$ cat config.mk
export PLATFORM = sky130hd
export DESIGN_NAME = atm_transaction_ctrl_flat
export DESIGN_NICKNAME = d
export VERILOG_FILES = /design/src/rtl/atm_transaction_ctrl_pkg.sv /design/src/rtl/atm_transaction_ctrl_if.sv /design/src/rtl/atm_transaction_ctrl_session_timer.sv /design/src/rtl/atm_transaction_ctrl.sv /design/src/flat_wrapper.sv
export SDC_FILE = /design/constraint.sdc
export NUM_CORES = 1
export LEC_CHECK = 0
export CAP_MARGIN = 20
export CORE_MARGIN = 3
export CORE_UTILIZATION = 36
export CTS_CLUSTER_DIAMETER = 60
export CTS_CLUSTER_SIZE = 30
export DETAILED_ROUTE_END_ITERATION = 10
export PLACE_DENSITY = 0.53
export SLEW_MARGIN = 40
export SYNTH_ARGS = -nofsm -noshare
export SYNTH_HDL_FRONTEND = slang
export SYNTH_SLANG_ARGS = --single-unit
$ cat constraint.sdc
create_clock -name clk -period 15.72 [get_ports clk]
set_input_delay 4.716 -clock clk [delete_from_list [all_inputs] [get_ports clk]]
set_output_delay 4.716 -clock clk [all_outputs]
set_load 0.01 [all_outputs]
$ cat src/rtl/atm_transaction_ctrl_pkg.sv
// ============================================================================
// Module      : atm_pkg
// Description : Shared definitions for the ATM transaction controller:
//               operation codes, result codes and the session state encoding.
// Revision    : 1.0  initial release
// ============================================================================
`default_nettype none

package atm_pkg;

    // Operation codes presented with op_valid
    localparam logic [1:0] c_op_inquiry  = 2'b00;
    localparam logic [1:0] c_op_withdraw = 2'b01;
    localparam logic [1:0] c_op_deposit  = 2'b10;
    localparam logic [1:0] c_op_exit     = 2'b11;

    // Result codes qualified by result_valid
    localparam logic [2:0] c_res_ok       = 3'd0;
    localparam logic [2:0] c_res_bad_pin  = 3'd1;
    localparam logic [2:0] c_res_no_funds = 3'd2;
    localparam logic [2:0] c_res_limit    = 3'd3;
    localparam logic [2:0] c_res_overflow = 3'd4;
    localparam logic [2:0] c_res_timeout  = 3'd5;
    localparam logic [2:0] c_res_retained = 3'd6;

    // Session state encoding
    typedef enum logic [2:0] {
        S_IDLE      = 3'd0,
        S_PIN_WAIT  = 3'd1,
        S_PIN_CHECK = 3'd2,
        S_MENU      = 3'd3,
        S_EXEC      = 3'd4,
        S_COMMIT    = 3'd5,
        S_EJECT     = 3'd6
    } state_t;

    // A session is live from PIN entry until the card is ejected
    function automatic logic is_session_state(input state_t st);
        return (st == S_PIN_WAIT) || (st == S_PIN_CHECK) || (st == S_MENU) ||
               (st == S_EXEC)     || (st == S_COMMIT);
    endfunction

endpackage

`default_nettype wire

$ cat src/rtl/atm_transaction_ctrl_if.sv
// ============================================================================
// Module      : atm_transaction_ctrl_if
// Description : Bus between the card-handling stage (master) and the
//               transaction controller (slave): PIN/op handshake, balance
//               datapath and session status.
// Revision    : 1.0  initial release
// ============================================================================
`default_nettype none

interface atm_transaction_ctrl_if #(
    parameter int BALANCE_WIDTH = 20
);
    logic                     card_inserted;
    logic                     pin_valid;
    logic                     op_valid;
    logic                     op_ready;
    logic [1:0]               op_code;
    logic [BALANCE_WIDTH-1:0] amount;
    logic [BALANCE_WIDTH-1:0] balance;
    logic                     wrong_psw;
    logic [BALANCE_WIDTH-1:0] updated_balance;
    logic                     op_done;
    logic [BALANCE_WIDTH-1:0] shown_balance;
    logic                     result_valid;
    logic [2:0]               result_code;
    logic                     session_active;
    logic                     card_retained;

    // Upstream card stage / user side
    modport master (
        output card_inserted, pin_valid, op_valid, op_code, amount, balance, wrong_psw,
        input  op_ready, updated_balance, op_done, shown_balance,
               result_valid, result_code, session_active, card_retained
    );

    // Transaction controller side
    modport slave (
        input  card_inserted, pin_valid, op_valid, op_code, amount, balance, wrong_psw,
        output op_ready, updated_balance, op_done, shown_balance,
               result_valid, result_code, session_active, card_retained
    );

endinterface

`default_nettype wire

$ cat src/rtl/atm_transaction_ctrl_session_timer.sv
// ============================================================================
// Module      : atm_session_timer
// Description : Idle timer for the PIN-wait and menu states. Counts while
//               enabled, restarts on clear, and flags expiry combinationally
//               in the cycle the count reaches TIMEOUT_CYCLES-1.
// Revision    : 1.0  initial release
// ============================================================================
`default_nettype none

module atm_session_timer #(
    parameter int TIMEOUT_CYCLES = 64
) (
    input  wire  clk,
    input  wire  rst,
    input  wire  i_clear,
    input  wire  i_enable,
    output logic o_expired
);

    localparam int                 c_cnt_w = (TIMEOUT_CYCLES > 1) ? $clog2(TIMEOUT_CYCLES) : 1;
    localparam logic [c_cnt_w-1:0] c_last  = c_cnt_w'(TIMEOUT_CYCLES - 1);

    logic [c_cnt_w-1:0] r_count;

    // Idle counter: restart on clear, hold at the terminal value
    always_ff @(posedge clk) begin
        if (rst || i_clear) begin
            r_count <= '0;
        end else if (i_enable && (r_count != c_last)) begin
            r_count <= r_count + 1'b1;
        end
    end

    assign o_expired = i_enable && (r_count == c_last);

endmodule

`default_nettype wire

$ cat src/rtl/atm_transaction_ctrl.sv
// ============================================================================
// Module      : atm_transaction_ctrl
// Description : Session/transaction controller downstream of the card stage.
//               Runs PIN retry and the operation menu, evaluates inquiry,
//               withdraw and deposit requests and commits the new balance
//               upstream with a one-cycle op_done pulse.
//               Optional build macro ATM_DAILY_LIMIT_EN adds a per-session
//               cumulative withdraw ceiling (DAILY_LIMIT).
// Revision    : 1.0  initial release
// ============================================================================
`default_nettype none

module atm_transaction_ctrl
    import atm_pkg::*;
#(
    parameter int BALANCE_WIDTH  = 20,
    parameter int MAX_ATTEMPTS   = 3,
    parameter int TIMEOUT_CYCLES = 64,
    parameter int MAX_WITHDRAW   = 5000
`ifdef ATM_DAILY_LIMIT_EN
    ,
    parameter int DAILY_LIMIT    = 10000
`endif
) (
    input  wire                   clk,
    input  wire                   rst,
    atm_transaction_ctrl_if.slave bus
);

    localparam int                       c_att_w        = (MAX_ATTEMPTS > 1) ? $clog2(MAX_ATTEMPTS) : 1;
    localparam logic [c_att_w:0]         c_max_attempts = (c_att_w + 1)'(MAX_ATTEMPTS);
    localparam logic [BALANCE_WIDTH-1:0] c_max_withdraw = BALANCE_WIDTH'(MAX_WITHDRAW);

    state_t                   r_state;
    state_t                   w_next_state;
    logic [c_att_w-1:0]       r_attempts;
    logic [c_att_w:0]         w_attempts_inc;
    logic [1:0]               r_op_code;
    logic [BALANCE_WIDTH-1:0] r_amount;
    logic [BALANCE_WIDTH-1:0] r_updated_balance;
    logic [BALANCE_WIDTH-1:0] r_shown_balance;
    logic                     r_card_retained;

    logic                     w_result_valid;
    logic [2:0]               w_result_code;
    logic                     w_accept_op;
    logic                     w_timer_kick;
    logic                     w_timer_clear;
    logic                     w_timer_enable;
    logic                     w_timer_expired;
    logic                     w_clr_session;
    logic                     w_inc_attempts;
    logic                     w_set_retained;
    logic                     w_load_result;
    logic                     w_load_shown;
    logic [BALANCE_WIDTH-1:0] w_shown_value;
    logic [BALANCE_WIDTH:0]   w_dep_sum;
    logic [BALANCE_WIDTH-1:0] w_wd_diff;
    logic                     w_daily_over;

    assign w_attempts_inc = {1'b0, r_attempts} + 1'b1;
    assign w_dep_sum      = {1'b0, bus.balance} + {1'b0, r_amount};
    assign w_wd_diff      = bus.balance - r_amount;
    assign w_accept_op    = bus.op_valid && bus.op_ready;

`ifdef ATM_DAILY_LIMIT_EN
    localparam logic [BALANCE_WIDTH+1:0] c_daily_limit = (BALANCE_WIDTH + 2)'(DAILY_LIMIT);

    logic [BALANCE_WIDTH:0]   r_accum;
    logic [BALANCE_WIDTH+1:0] w_accum_sum;

    assign w_accum_sum  = {1'b0, r_accum} + {2'b00, r_amount};
    assign w_daily_over = (w_accum_sum > c_daily_limit);

    // Session withdraw accumulator: restart when a session opens, grow on each committed withdraw
    always_ff @(posedge clk) begin
        if (rst || w_clr_session) begin
            r_accum <= '0;
        end else if ((r_state == S_COMMIT) && (r_op_code == c_op_withdraw)) begin
            r_accum <= r_accum + {1'b0, r_amount};
        end
    end
`else
    assign w_daily_over = 1'b0;
`endif

    // Timer restarts on every state change and on an accepted PIN or op
    assign w_timer_clear  = (w_next_state != r_state) || w_timer_kick;
    assign w_timer_enable = (r_state == S_PIN_WAIT) || (r_state == S_MENU);

    atm_session_timer #(
        .TIMEOUT_CYCLES (TIMEOUT_CYCLES)
    ) u_timer (
        .clk       (clk),
        .rst       (rst),
        .i_clear   (w_timer_clear),
        .i_enable  (w_timer_enable),
        .o_expired (w_timer_expired)
    );

    // State register
    always_ff @(posedge clk) begin
        if (rst) begin
            r_state <= S_IDLE;
        end else begin
            r_state <= w_next_state;
        end
    end

    // Next-state logic plus the result pulse and datapath load strobes
    always_comb begin
        w_next_state   = r_state;
        w_result_valid = 1'b0;
        w_result_code  = c_res_ok;
        w_timer_kick   = 1'b0;
        w_clr_session  = 1'b0;
        w_inc_attempts = 1'b0;
        w_set_retained = 1'b0;
        w_load_result  = 1'b0;
        w_load_shown   = 1'b0;
        w_shown_value  = r_shown_balance;

        case (r_state)
            S_IDLE: begin
                if (bus.card_inserted) begin
                    w_next_state  = S_PIN_WAIT;
                    w_clr_session = 1'b1;
                end
            end

            S_PIN_WAIT: begin
                // PIN arriving in the expiry cycle beats the timeout
                if (!bus.card_inserted) begin
                    w_next_state = S_IDLE;
                end else if (bus.pin_valid) begin
                    w_next_state = S_PIN_CHECK;
                    w_timer_kick = 1'b1;
                end else if (w_timer_expired) begin
                    w_next_state   = S_EJECT;
                    w_result_valid = 1'b1;
                    w_result_code  = c_res_timeout;
                end
            end

            S_PIN_CHECK: begin
                // wrong_psw is registered upstream, so it is valid one cycle after pin_valid
                if (!bus.card_inserted) begin
                    w_next_state = S_IDLE;
                end else if (!bus.wrong_psw) begin
                    w_next_state = S_MENU;
                end else if (w_attempts_inc < c_max_attempts) begin
                    w_next_state   = S_PIN_WAIT;
                    w_inc_attempts = 1'b1;
                    w_result_valid = 1'b1;
                    w_result_code  = c_res_bad_pin;
                end else begin
                    w_next_state   = S_EJECT;
                    w_set_retained = 1'b1;
                    w_result_valid = 1'b1;
                    w_result_code  = c_res_retained;
                end
            end

            S_MENU: begin
                if (!bus.card_inserted) begin
                    w_next_state = S_IDLE;
                end else if (w_accept_op) begin
                    w_next_state = S_EXEC;
                    w_timer_kick = 1'b1;
                end else if (w_timer_expired) begin
                    w_next_state   = S_EJECT;
                    w_result_valid = 1'b1;
                    w_result_code  = c_res_timeout;
                end
            end

            S_EXEC: begin
                if (!bus.card_inserted) begin
                    w_next_state = S_IDLE;
                end else begin
                    w_next_state = S_MENU;
                    case (r_op_code)
                        c_op_inquiry: begin
                            w_load_shown   = 1'b1;
                            w_shown_value  = bus.balance;
                            w_result_valid = 1'b1;
                            w_result_code  = c_res_ok;
                        end
                        c_op_withdraw: begin
                            // Ceiling checks precede the funds check
                            if ((r_amount == '0) || (r_amount > c_max_withdraw) || w_daily_over) begin
                                w_result_valid = 1'b1;
                                w_result_code  = c_res_limit;
                            end else if (r_amount > bus.balance) begin
                                w_result_valid = 1'b1;
                                w_result_code  = c_res_no_funds;
                            end else begin
                                w_next_state  = S_COMMIT;
                                w_load_result = 1'b1;
                                w_load_shown  = 1'b1;
                                w_shown_value = w_wd_diff;
                            end
                        end
                        c_op_deposit: begin
                            if (r_amount == '0) begin
                                w_result_valid = 1'b1;
                                w_result_code  = c_res_limit;
                            end else if (w_dep_sum[BALANCE_WIDTH]) begin
                                w_result_valid = 1'b1;
                                w_result_code  = c_res_overflow;
                            end else begin
                                w_next_state  = S_COMMIT;
                                w_load_result = 1'b1;
                                w_load_shown  = 1'b1;
                                w_shown_value = w_dep_sum[BALANCE_WIDTH-1:0];
                            end
                        end
                        c_op_exit: begin
                            w_next_state = S_EJECT;
                        end
                    endcase
                end
            end

            S_COMMIT: begin
                // Commit always completes; a pulled card is honoured afterwards
                w_result_valid = 1'b1;
                w_result_code  = c_res_ok;
                w_next_state   = bus.card_inserted ? S_MENU : S_IDLE;
            end

            S_EJECT: begin
                if (!bus.card_inserted) begin
                    w_next_state = S_IDLE;
                end
            end

            default: begin
                w_next_state = S_IDLE;
            end
        endcase
    end

    // Session datapath: attempt count, latched request, balances, retention flag
    always_ff @(posedge clk) begin
        if (rst) begin
            r_attempts        <= '0;
            r_op_code         <= '0;
            r_amount          <= '0;
            r_updated_balance <= '0;
            r_shown_balance   <= '0;
            r_card_retained   <= 1'b0;
        end else begin
            if (w_clr_session) begin
                r_attempts <= '0;
            end else if (w_inc_attempts) begin
                r_attempts <= w_attempts_inc[c_att_w-1:0];
            end
            if ((r_state == S_MENU) && bus.card_inserted && w_accept_op) begin
                r_op_code <= bus.op_code;
                r_amount  <= bus.amount;
            end
            if (w_load_result) begin
                r_updated_balance <= w_shown_value;
            end
            if (w_load_shown) begin
                r_shown_balance <= w_shown_value;
            end
            if (w_set_retained) begin
                r_card_retained <= 1'b1;
            end
        end
    end

    assign bus.op_ready        = (r_state == S_MENU) && bus.card_inserted;
    assign bus.op_done         = (r_state == S_COMMIT);
    assign bus.updated_balance = r_updated_balance;
    assign bus.shown_balance   = r_shown_balance;
    assign bus.result_valid    = w_result_valid;
    assign bus.result_code     = w_result_code;
    assign bus.session_active  = is_session_state(r_state);
    assign bus.card_retained   = r_card_retained;

endmodule

`default_nettype wire

$ cat src/flat_wrapper.sv
// flat-port wrapper written by rule: the top's interface ports become plain ports
module atm_transaction_ctrl_flat import atm_pkg::*;
#(
    parameter int BALANCE_WIDTH  = 20,
    parameter int MAX_ATTEMPTS   = 3,
    parameter int TIMEOUT_CYCLES = 64,
    parameter int MAX_WITHDRAW   = 5000

)
  (clk, rst, bus_card_inserted, bus_pin_valid, bus_op_valid, bus_op_code, bus_amount, bus_balance, bus_wrong_psw, bus_op_ready, bus_updated_balance, bus_op_done, bus_shown_balance, bus_result_valid, bus_result_code, bus_session_active, bus_card_retained);
  atm_transaction_ctrl_if #(.BALANCE_WIDTH(BALANCE_WIDTH)) bus_i ();
  input  wire clk;
  input  wire rst;
  input wire logic [$bits(bus_i.card_inserted)-1:0] bus_card_inserted;
  input wire logic [$bits(bus_i.pin_valid)-1:0] bus_pin_valid;
  input wire logic [$bits(bus_i.op_valid)-1:0] bus_op_valid;
  input wire logic [$bits(bus_i.op_code)-1:0] bus_op_code;
  input wire logic [$bits(bus_i.amount)-1:0] bus_amount;
  input wire logic [$bits(bus_i.balance)-1:0] bus_balance;
  input wire logic [$bits(bus_i.wrong_psw)-1:0] bus_wrong_psw;
  output wire logic [$bits(bus_i.op_ready)-1:0] bus_op_ready;
  output wire logic [$bits(bus_i.updated_balance)-1:0] bus_updated_balance;
  output wire logic [$bits(bus_i.op_done)-1:0] bus_op_done;
  output wire logic [$bits(bus_i.shown_balance)-1:0] bus_shown_balance;
  output wire logic [$bits(bus_i.result_valid)-1:0] bus_result_valid;
  output wire logic [$bits(bus_i.result_code)-1:0] bus_result_code;
  output wire logic [$bits(bus_i.session_active)-1:0] bus_session_active;
  output wire logic [$bits(bus_i.card_retained)-1:0] bus_card_retained;
  assign bus_i.card_inserted = bus_card_inserted;
  assign bus_i.pin_valid = bus_pin_valid;
  assign bus_i.op_valid = bus_op_valid;
  assign bus_i.op_code = bus_op_code;
  assign bus_i.amount = bus_amount;
  assign bus_i.balance = bus_balance;
  assign bus_i.wrong_psw = bus_wrong_psw;
  assign bus_op_ready = bus_i.op_ready;
  assign bus_updated_balance = bus_i.updated_balance;
  assign bus_op_done = bus_i.op_done;
  assign bus_shown_balance = bus_i.shown_balance;
  assign bus_result_valid = bus_i.result_valid;
  assign bus_result_code = bus_i.result_code;
  assign bus_session_active = bus_i.session_active;
  assign bus_card_retained = bus_i.card_retained;
  atm_transaction_ctrl #(.BALANCE_WIDTH(BALANCE_WIDTH), .MAX_ATTEMPTS(MAX_ATTEMPTS), .TIMEOUT_CYCLES(TIMEOUT_CYCLES), .MAX_WITHDRAW(MAX_WITHDRAW)) u_core (.clk(clk), .rst(rst), .bus(bus_i));
endmodule
# Word-level counts from Yosys, hierarchy flattened
# Index checks and enable logic that the tools add are counted.
# op_classes
add_sub_neg	4
order_cmp	3
n_eq_ne	12
mux	78
reduce_logical	17
# ops
operator	n
$mux W20	6
$mux W3	26
$pmux W20 S3	1
$mux W1	34
$add A20 B20 Y21	1
$pmux W3 S7	1
$gt A20 B13 Y1 const B	1
$gt A20 B20 Y1	1
$logic_not A20 Y1	1
$sub A20 B20 Y20	1
$pmux W3 S4	1
$eq A3 B3 Y1 const B	3
$pmux W3 S3	1
$logic_or A1 B1 Y1	8
$add A6 B1 Y6 const B	1
$eq A3 B2 Y1 const B	2
$eq A6 B6 Y1 const B	1
$ne A6 B6 Y1 const B	1
$pmux W1 S3	2
$pmux W3 S2	1
$logic_and A1 B1 Y1	5
$pmux W1 S5	1
$eq A2 B2 Y1 const B	2
$mux W2	2
other kinds (9)	10
# totals
regBits	74
output_inout_bits	48

# Logic depth before layout (Yosys ltp)
# logic_depth
depth_word	10
ltp_mapped	15
ltp_nobuf	13

# By module
# From an unflattened synthesis, not the netlist that was laid out.
# hier_totals
hier_cells	831
area_unflattened_um2	6221.0
# modules_own_cells
mod	n_inst	cells_each	area_per_inst_um2
atm_transaction_ctrl	1	798	5919.4
atm_session_timer	1	33	301.5

# Least setup slack after synthesis
# OpenSTA, ideal clock, no wires.
# synth_path
kind	input-to-output
start	in bus_balance[0]
end	out bus_result_valid
t_arrival_ns	7.274
t_required_ns	11.004
setup_slack_ns	3.730
path_stages	14
path_buffers	1
cell_sequence	inv_1 -> ha_1 -> inv_1 -> fa_1 -> a21o_1 -> a221oi_2 -> o22ai_1 -> o21a_1 -> a21boi_1 -> a31o_1 -> buf_6 -> o21ai_0 -> a211o_1 -> nand3b_1
# synth_via
elab_chain_len	6
word_cells_on_any_way	9
cone_classes	1 x add/sub; 1 x order compare; 7 x mux
# synth_lines
item	line_no	text
start: declaration	flat_wrapper.sv:19	input wire logic [$bits(bus_i.balance)-1:0] bus_balance;
$add A20 B20 Y21 or $gt A20 B20 Y1 (tied branches)	atm_transaction_ctrl.sv:62, atm_transaction_ctrl.sv:194	
$mux W1, on equally long branches	atm_transaction_ctrl.sv:208, atm_transaction_ctrl.sv:194	
$mux W1, on equally long branches	atm_transaction_ctrl.sv:205, atm_transaction_ctrl.sv:191	
$pmux W1 S3 *	atm_transaction_ctrl.sv:182	case (r_op_code)
$mux W1 *	atm_transaction_ctrl.sv:178	if (!bus.card_inserted) begin
$pmux W1 S5 *	atm_transaction_ctrl.sv:123	case (r_state)
end: declaration	flat_wrapper.sv:25	output wire logic [$bits(bus_i.result_valid)-1:0] bus_result_valid;
# Every way passes the cells marked *; elsewhere a longest branch is shown, timed or not.

# Final worst setup path
# Same ends and word-level chain as after synthesis.

==> results.md <==
- WP data required: 11.00 ns
- Critical path launch point type: input port
- Cts hold-fix bufs: 0
- PnR worst setup slack: just under 2 ns
- Final-report hold violation count: 0
- Mapped Nets: 910
- Synth-to-Final Area Change: 23.2%
- Filler instances: between 1,500 and 2,000
- Slew HR: 0.442
- Post-CTS setup buffer count: 0
- Vias per cell: ~5.7
- Combinational power share: 0.127
- Mean Syn Cell Area: about 7.4 µm²
- Slew Viols, Final: 0
- Share of post-route cells with drive strength above 1: 0.0535
- Lkg Pwr: approximately 2.7 nW
- Top cells by area, synth: dfxtp_1, ha_1, a21oi_1
- Hold depth: 2
- Worst Path Buf+Inv: 4
- Slew @ Worst Pin: ~0.84 ns
- Status: finished, final reports clean
- Final wirelength: ~21,000 µm
- Clock-pin transition on the worst setup and hold timing paths: ~0.06 ns
- CTS sink cnt: 74
- Tmin final: 13.76 ns
- Placement Setup Slack: about 2 ns
- Final net count: about 970
- Initial core utilization: 0.374
- Clock root cell: clkbuf_16
- P_int: 0.371 mW
- Port Buffer Count: 95
- Synth Register Bits: 74
- Synthesized instance count: 812
- CTS tree: yes
- DR iter-0 viols: approximately 400
- Pin count of the biggest net entering global routing: 46
- Yosys top cell area share: 0.246
- WP depth: 15
- DIE AREA: between 15,000 and 20,000 µm²
- Post-DP HPWL: about 16,000 µm
- Pwr dens: 66.9 nW/µm²
- Crit Path Class: in -> out
- Maximum fanout along the worst path: 10
- Period utilization: 0.876
- Vias in the first global route: 5,997
- Register area: approximately 1500 µm²
- Setup-failing EPs final: 0
- EDFF count, synth: 0
- Ys flop type: dfxtp_1
- Switch share: 0.253
- Crit-path slowest cell: clkdlybuf4s50_1
- Residual DRC: 0
- CP delay by family, top: compound AO/OA/AOI/OAI gates
- Longest Clk Path Bufs: 2
- First-pass GRT wire length: roughly 33,000 µm
- Die height: about 140 µm
- RSZ-0062 raised after global routing: no
- First drt pass iteration count: 4
- Mapped Area: around 6000 µm²
- FF-to-FF path depth: 11
- Hold Crit Start: u_core.bus.card_retained$_SDFFE_PP0P_
- Sequential Power Share: 0.381
- Fmax: approximately 0.073 GHz
- CP max stage delay: between 0.5 and 0.6 ns
- Post-synth cell types: between 70 and 80
- Post-synth top cells: a21oi_1, nand2_1, dfxtp_1
- Crit path DAT: a little over 9 ns
- GRT Total Usage: 0.228
- Placer congestion estimate: about 0.9
- H-Tree Level Count: 3
- Multi-input combinational cell area: ~4200 µm²
- Cell Rows: between 40 and 50
- Ys async rst share: 0
- CTS buffer count: 9
- Total power: between 0.4 and 0.5 mW
- Worst VDD drop: 49.3 µV
- Max-cap violations: 0
- Sequential share of the synthesized area: 0.246
- Avg WL per Cell: about 19 µm
- Worst skew pair latency: 0.36 ns
- Worst-path cell chain: clkdlybuf4s50_1 > inv_1 > ha_1 > inv_1 > fa_1 > a21o_1 > a221oi_2 > o22ai_1 > o21a_1 > a21boi_1 > a31o_1 > o21ai_0 > a211o_1 > nand3b_1 > clkdlybuf4s50_1
- Worst clock skew: between 0.01 and 0.015 ns
- Final setup TNS: 0 ns
- Top-Level Pins: 96
- Area leader, netlist: dfxtp_1
- P_sw: 0.126 mW
- Vias: approximately 6,200
- Synthesis Warnings: 0
- Worst Hold Class: reg -> reg
- Die Wd: between 100 and 150 µm
- Total gr overflow: 0
- CP Launch Point: bus_balance[0]
- ANT nets after route: 0
- # resized after CTS: 0
- Core footprint: between 15,000 and 20,000 µm²
- Worst r2r src: u_core.r_amount[9]$_SDFFE_PP0P_
- # diodes: 0
- Initial antenna violation count: 0
- Clock share of power: 0.492
- Worst Setup End Kind: primary output
## cell families after synthesis
logic type,share of synthesized area
buffers and inverters,0.0669
DFF,0.246
AOI/OAI and AO/OA,0.313
xor gates and xnor gates,0.0393
and+or+nand+nor,0.220
muxes,0.00852
adders and majority gates,0.106
## final cells by class
class                   count  area share
multi-input cells         642       0.561
clock inverters             6      0.0155
inverters                  50      0.0258
well taps                 216      0.0364
flip-flops and latches     74       0.200
clock buffers               9      0.0304
repair buffers             98       0.131
## metal layers
metal  vias to the layer above  wire [µm]  GRT usage  part of all wire
met5                         -          0          0                 0
met4                         0        343     0.0605             0.016
met3                        22        943     0.0368             0.045
met2                       169       9340      0.363              0.44
met1                      2942      10500      0.321              0.50
li1                       3070          -          -                 -
## final timing paths
check | to | slack (ns)
setup / recovery | bus_result_valid | 1.96
hold / removal | u_core.bus.card_retained$_SDFFE_PP0P_ | 0.46
setup reg to reg | u_core.bus.shown_balance[17]$_SDFFE_PP0P_ | 11.53
hold reg to reg | u_core.bus.card_retained$_SDFFE_PP0P_ | 0.46
## worst min-delay path, delay by kind of cell, from the launching register on
kind            cells  cell delay (ns)
flops               1             0.30
compound gates      1             0.05
buf+inv             1             0.05
## registers in the layout (all words and copies together), names as in the netlist
register / flops
u_core.bus.shown_balance: 20
u_core.bus.updated_balance: 20
u_core.r_amount: 20
u_core.u_timer.r_count: 6
u_core.r_state: 3
u_core.r_attempts: 2
u_core.r_op_code: 2
u_core.bus.card_retained: 1
## cell usage in the layout (no fill, tap or decap), types with 5 or more instances in the layout
| cell | n |
|---|---|
| a21oi_1 | 98 |
| clkbuf_16 | 9 |
| a211oi_1 | 11 |
| nand3_1 | 19 |
| o31ai_1 | 11 |
| o211ai_1 | 11 |
| nand2_1 | 97 |
| clkdlybuf4s50_1 | 94 |
| a211o_1 | 5 |
| ha_1 | 48 |
| a22oi_1 | 5 |
| a221o_1 | 7 |
| nor3_1 | 13 |
| o21ai_0 | 57 |
| nand2b_1 | 15 |
| xnor2_1 | 22 |
| or2_2 | 5 |
| or3_1 | 10 |
| nand4_1 | 5 |
| a221oi_1 | 6 |
| and3_1 | 14 |
| xor2_1 | 5 |
| inv_1 | 46 |
| nor4_1 | 6 |
| nor2b_1 | 10 |
| dfxtp_1 | 74 |
| a21o_1 | 9 |
| a31oi_1 | 12 |
| nor2_1 | 59 |
## metrics by stage
stage | std cells | hold WS [ns] | cell area, µm² | util
final | 1095 | 0.455 | 7420 | 0.460
after detailed placement | 1080 | 0.442 | 7070 | 0.439
after global routing | 1095 | 0.494 | 7420 | 0.460
after global placement | 1080 | 0.435 | 7050 | 0.438
after CTS | 1095 | 0.451 | 7410 | 0.460
after floorplan | 812 | 0.460 | 6020 | -
## power groups by stage
stage	logic, mW	registers, mW	clock network (mW)
after CTS	0.0626	0.189	0.251
after detailed placement	0.0623	0.193	0
after floorplan	0.0377	0.193	0
after global placement	0.0614	0.193	0
final	0.0631	0.189	0.244
after global routing	0.0689	0.189	0.256
Power figures use the tool's default switching activity.
==> RTL change 1 (config.mk and constraints unchanged) <==
Encoding of `state_t`: now Gray code (3 bits for 7 states).
--- a/src/rtl/atm_transaction_ctrl_pkg.sv
+++ b/src/rtl/atm_transaction_ctrl_pkg.sv
@@ -25,13 +25,13 @@
 
     // Session state encoding
     typedef enum logic [2:0] {
-        S_IDLE      = 3'd0,
-        S_PIN_WAIT  = 3'd1,
-        S_PIN_CHECK = 3'd2,
-        S_MENU      = 3'd3,
-        S_EXEC      = 3'd4,
-        S_COMMIT    = 3'd5,
-        S_EJECT     = 3'd6
+        S_IDLE      = 3'b000,
+        S_PIN_WAIT  = 3'b001,
+        S_PIN_CHECK = 3'b011,
+        S_MENU      = 3'b010,
+        S_EXEC      = 3'b110,
+        S_COMMIT    = 3'b111,
+        S_EJECT     = 3'b101
     } state_t;
 
     // A session is live from PIN entry until the card is ejected
Formal check against the unedited RTL: no difference found for any inputs over 4 cycles, from zero or initial values and one cycle with rst high; so few cycles prove little.
==> RTL change 1 against the original RTL <==
Core utilization decreased by 0.17 points; worst setup slack improved by 88 ps; sequential power is essentially flat; synthesized cell count shrank 4.8%; register-to-register slack gained 310 ps; area after synthesis decreased by 3.7%; sequential cell count is the same; total power fell by 10%; final area shrank 4.3%; wire length is 10% lower; combinational power fell by 2%; count of clock-buffer cells in the layout grew 1; critical endpoint unchanged.
==> RTL change 1: results (changes against the original RTL) <==
stage	metric	value	unit	change
power_and_ir_drop	Max VDD drop	0.0526	mV	was 0.0493 mV
logic_synthesis	Synth top cells by count	nor2_1 (98), a21oi_1 (90), nand2_1 (88), dfxtp_1 (74), ha_1 (49)		was a21oi_1 (98), nand2_1 (98), dfxtp_1 (74), nor2_1 (60), o21ai_0 (57)
power_and_ir_drop	Seq pwr share	42.5	%	was 38.1%
sta	worst clock skew	12.4	ps	was 14.4 ps
setup_path	r2r worst-path depth	11		unchanged
finish	share of layout cells above drive strength 1	6.26	%	was 5.35%
grt	first-pass GRT wire length	30000	um	was 33100 um
grt	All-Layer GR Usage	21.2	%	was 22.8%
grt	M3 GR Usage	4.26	%	was 3.68%
setup_path	Largest stage delay, worst path	660	ps	was 540 ps
grt	GR Layer Usage met1	29.8	%	was 32.1%
sta	slew margin rel.	48.4	%	was 44.2%
detailed_routing	DRT iter0 DRCs	596		was 399
placement	# placed instances	1041		was 1080
logic_synthesis	Synth Area per Inst	7.51	sq um	was 7.42 sq um
finish	Nets	940		was 973
logic_synthesis	Seq/Total Area, Yosys	25.5	%	was 24.6%
detailed_routing	DR WL met2	8670	um	was 9340 um
logic_synthesis	ranking of synthesized cells by area	dfxtp_1 (26%), ha_1 (11%), a21oi_1 (7.8%), nor2_1 (6.3%), nand2_1 (5.7%)		was dfxtp_1 (25%), ha_1 (10%), a21oi_1 (8.1%), nand2_1 (6.1%), o21ai_0 (4.7%)
detailed_routing	Detail Route met3 WL	1000	um	was 943 um
setup_path	critical path's slowest cell	o31ai_1		was clkdlybuf4s50_1
setup_path	Reg2Reg Capture Point	u_core.bus.updated_balance[17]		was u_core.bus.shown_balance[17]
power_and_ir_drop	combinational group power	0.0621	mW	was 0.0631 mW
sta	worst hold margin	448	ps	was 455 ps
grt	vias in the first global route	5486		was 5997
setup_path	R2R Setup Slk	11840	ps	was 11530 ps
grt	GRT met2 Usage	34.2	%	was 36.3%
detailed_routing	wl on met1	9160	um	was 10500 um
finish	n_diodes	0		unchanged
detailed_routing	vias	5846		was 6203
setup_path	CP max FO	15		was 10
finish	# fillers	1601		was 1666
logic_synthesis	Yosys cell types	76		was 78
status	run status	complete, no violations		unchanged
detailed_routing	Pre-antenna DRT Iters	6		was 4
logic_synthesis	syn nets	872		was 910
power_and_ir_drop	Sw Ratio	27.5	%	was 25.3%
finish	Final Non-Filler Cells	1057		was 1095
detailed_routing	DRT Wirelength	19000	um	was 21100 um
power_and_ir_drop	Leakage Power	2.48	nW	was 2.69 nW
placement	routability cong.	0.840		was 0.900
setup_path	Worst Path Arrival	8960	ps	was 9050 ps
setup_path	FF-to-FF Start	u_core.r_amount[4]		was u_core.r_amount[9]
RTL change 1: cell families (layout without fill, tap and decap cells):
group           Yosys count  in the layout  synth area share (%)
simple gates            273            273                  21.4
compound gates          250            250                  29.4
buf+inv                  91            164                  7.25
flops                    74             74                  25.5
fa+ha+maj                51             51                  11.3
xor+xnor                 32             32                  4.83
mux                       2              2                 0.345
RTL change 1: layout make-up:
type	instances	area (sq um)	area share [%]
inverter	46	173	2.43
multi-input combinational	608	3920	55.1
clock inverter	6	42.5	0.599
clock buffer	10	229	3.22
sequential	74	1480	20.9
timing repair buffer	102	998	14.1
tap	211	264	3.72
RTL change 1: metrics by stage:
stage / utilization (%) / instance area [sq um] / power [mW] / worst slack [ps]
after CTS: 45.9 / 7100 / 0.450 / 2040
after floorplan: - / 5800 / 0.230 / 3540
after global placement: 44.1 / 6830 / 0.254 / 2220
final: 45.9 / 7100 / 0.445 / 2040
after detailed placement: 44.1 / 6830 / 0.255 / 2050
after global routing: 45.9 / 7100 / 0.464 / 1650
==> RTL change 2 (same flow settings) <==
Without the edit above. `BALANCE_WIDTH` is set to 20 in 3 places; all go to 16.
--- a/src/rtl/atm_transaction_ctrl_if.sv
+++ b/src/rtl/atm_transaction_ctrl_if.sv
@@ -8,7 +8,7 @@
 `default_nettype none
 
 interface atm_transaction_ctrl_if #(
-    parameter int BALANCE_WIDTH = 20
+    parameter int BALANCE_WIDTH = 16
 );
     logic                     card_inserted;
     logic                     pin_valid;
--- a/src/rtl/atm_transaction_ctrl.sv
+++ b/src/rtl/atm_transaction_ctrl.sv
@@ -13,7 +13,7 @@
 module atm_transaction_ctrl
     import atm_pkg::*;
 #(
-    parameter int BALANCE_WIDTH  = 20,
+    parameter int BALANCE_WIDTH  = 16,
     parameter int MAX_ATTEMPTS   = 3,
     parameter int TIMEOUT_CYCLES = 64,
     parameter int MAX_WITHDRAW   = 5000
--- a/src/flat_wrapper.sv
+++ b/src/flat_wrapper.sv
@@ -1,7 +1,7 @@
 // flat-port wrapper written by rule: the top's interface ports become plain ports
 module atm_transaction_ctrl_flat import atm_pkg::*;
 #(
-    parameter int BALANCE_WIDTH  = 20,
+    parameter int BALANCE_WIDTH  = 16,
     parameter int MAX_ATTEMPTS   = 3,
     parameter int TIMEOUT_CYCLES = 64,
     parameter int MAX_WITHDRAW   = 5000
Ports: changed (resized bus_amount, bus_balance, bus_shown_balance and bus_updated_balance); port bits go from 96 to 80. No check against the original RTL was run, so the function may have changed too.
==> RTL change 2 against the original RTL <==
Fmax is 0.98% higher; worst setup slack better by 130 ps; wire length fell by 28%; final cell count down 20%; global-route usage shrank 2.5 points; sequential cell count is 12 lower; final area down 18%; area after synthesis is 18% lower; non-clock buffer count is 15 lower; critical path depth is the same; sequential share of layout area grew 0.37 points; total power shrank 19%; count of clock-buffer cells in the layout rose by 1; critical path type unchanged; critical endpoint unchanged; highest routed layer unchanged.
==> RTL change 2: results (changes against the original RTL) <==
stage	metric	value	unit	change
status	run status	complete, no violations		unchanged
cts	root buf cell	clkbuf_16		unchanged
detailed_routing	DRT iter0 DRCs	392		was 399
setup_path	Reg2Reg Capture Point	u_core.bus.updated_balance[4]		was u_core.bus.shown_balance[17]
setup_path	Largest stage delay, worst path	550	ps	
sta	worst clock skew	7.01	ps	was 14.4 ps
setup_path	critical path's slowest cell	clkdlybuf4s50_1		unchanged
grt	first-pass GRT wire length	24000	um	was 33100 um
placement	DP HPWL	11600	um	was 16200 um
grt	All-Layer GR Usage	20.3	%	was 22.8%
cts	worst-skew pair later-pin latency	340	ps	was 360 ps
setup_path	CP max FO	14		was 10
finish	share of layout cells above drive strength 1	6.53	%	was 5.35%
sta	Final Cycle Share	86.7	%	was 87.6%
cts	H-tree levels	3		unchanged
grt	largest net degree at the start of global routing	63		was 46
detailed_routing	WL/cell	17.2	um	was 19.3 um
logic_synthesis	Seq/Total Area, Yosys	25.2	%	was 24.6%
min_path	HP Start	u_core.bus.updated_balance[3]		was u_core.bus.card_retained
placement	PortBufs	79		was 95
setup_path	FF-to-FF Start	u_core.r_amount[10]		was u_core.r_amount[9]
cts	Clock Pin Slew Worst Setup and Hold Paths	50	ps	
logic_synthesis	Yosys cell types	72		was 78
logic_synthesis	Synth top cells by count	nand2_1 (67), a21oi_1 (63), nor2_1 (63), dfxtp_1 (62), inv_1 (42)		was a21oi_1 (98), nand2_1 (98), dfxtp_1 (74), nor2_1 (60), o21ai_0 (57)
min_path	Hold EP	u_core.bus.updated_balance[3]		was u_core.bus.card_retained
placement	Post-Place Cell Area	0.00581	sq mm	was 0.00707 sq mm
setup_path	R2R Setup Slk	11680	ps	was 11530 ps
logic_synthesis	syn nets	724		was 910
logic_synthesis	post-synthesis async set-or-reset flop share	0	%	unchanged
finish	Nets	782		was 973
finish	n_diodes	0		unchanged
detailed_routing	Pre-antenna DRT Iters	5		was 4
sta	Least-Margin Pin Slew	690	ps	was 837 ps
setup_path	r2r worst-path depth	11		unchanged
detailed_routing	vias	5006		was 6203
setup_path	Worst Path Arrival	8920	ps	was 9050 ps
cts	CTS-repair resized insts	0		unchanged
min_path	hold depth	1		was 2
min_path	min-delay worst type	flop to flop		unchanged
cts	Clock Path Buffers	2		unchanged
power_and_ir_drop	Leakage Power	2.17	nW	was 2.69 nW
grt	vias in the first global route	4612		was 5997
cts	setup repair bufs after CTS	0		unchanged
placement	routability cong.	0.938		was 0.900
power_and_ir_drop	Max VDD drop	0.0419	mV	was 0.0493 mV
cts	CTS Buf Count	9		unchanged
finish	# fillers	1363		was 1666
logic_synthesis	ranking of synthesized cells by area	dfxtp_1 (25%), ha_1 (10%), a21oi_1 (6.4%), nand2_1 (5.1%), nor2_1 (4.8%)		was dfxtp_1 (25%), ha_1 (10%), a21oi_1 (8.1%), nand2_1 (6.1%), o21ai_0 (4.7%)
[RTL change 2: cell count changes after synthesis, sizes merged, moves of 8 or more]
cell	change
dfxtp	-12
and3	-9
nand2	-31
ha	-8
o21ai	-34
a21oi	-36
[RTL change 2: cell families after synthesis]
logic type | synth area share (%)
buf+inv | 6.53
fa+ha+maj | 11.0
flops | 25.2
compound gates | 30.6
mux | 0.406
simple gates | 22.4
xor+xnor | 3.91
[RTL change 2: how the worst max path moves through the flow]
stage	from	end	slack [ps]	depth (start not counted)
6_report	bus_balance[0]	bus_result_valid	2090	15
5_1_grt	bus_balance[0]	bus_result_valid	1760	15
4_1_cts	bus_balance[0]	bus_result_valid	2160	15
3_5_place_dp	bus_balance[0]	bus_result_valid	2170	15
3_3_place_gp	bus_balance[0]	bus_result_valid	2320	15
2_1_floorplan	bus_balance[8]	bus_result_valid	3860	12
[RTL change 2: report_power, final]
part | leakage [nW] | switching [mW] | internal, mW
clock | 0.148 | 0.0724 | 0.125
combinational | 1.52 | 0.0260 | 0.0223
sequential | 0.500 | 0.00126 | 0.158
total | 2.17 | 0.0997 | 0.305
[RTL change 2: critical path, delay by kind of cell]
family                   cells  cell delay [ps]
AND/OR/NAND/NOR              3              990
adder cells (fa/ha/maj)      2              440
buffers and inverters        4             1150
AO/OA/AOI/OAI                6             1610
[RTL change 2: routing by layer]
layer / vias up / share of wire, % / GRT usage [%]
met5: - / 0 / 0
met4: 0 / 2.0 / 8.10
met3: 24 / 5.9 / 3.48
met2: 173 / 44 / 31.6
met1: 2340 / 48 / 27.8
li1: 2469 / - / -
[RTL change 2: stage by stage]
step | setup slack (ps) | hold WS (ps) | total power, mW | utilization (%) | std cells
final | 2090 | 453 | 0.405 | 45.9 | 880
after detailed placement | 2170 | 442 | 0.210 | 43.7 | 865
after global routing | 1760 | 474 | 0.418 | 45.9 | 880
after CTS | 2160 | 458 | 0.408 | 45.9 | 880
after global placement | 2320 | 435 | 0.210 | 43.6 | 864
after floorplan | 3860 | 465 | 0.191 | - | 642
[RTL change 2: layout make-up]
type                            instances  area share, %
Tap cell                              176           3.61
Multi-Input combinational cell        502           55.3
Inverter                               42           2.58
Clock buffer                           10           3.91
Sequential cell                        62           20.3
Timing Repair Buffer                   83           13.5
Clock inverter                          5          0.820
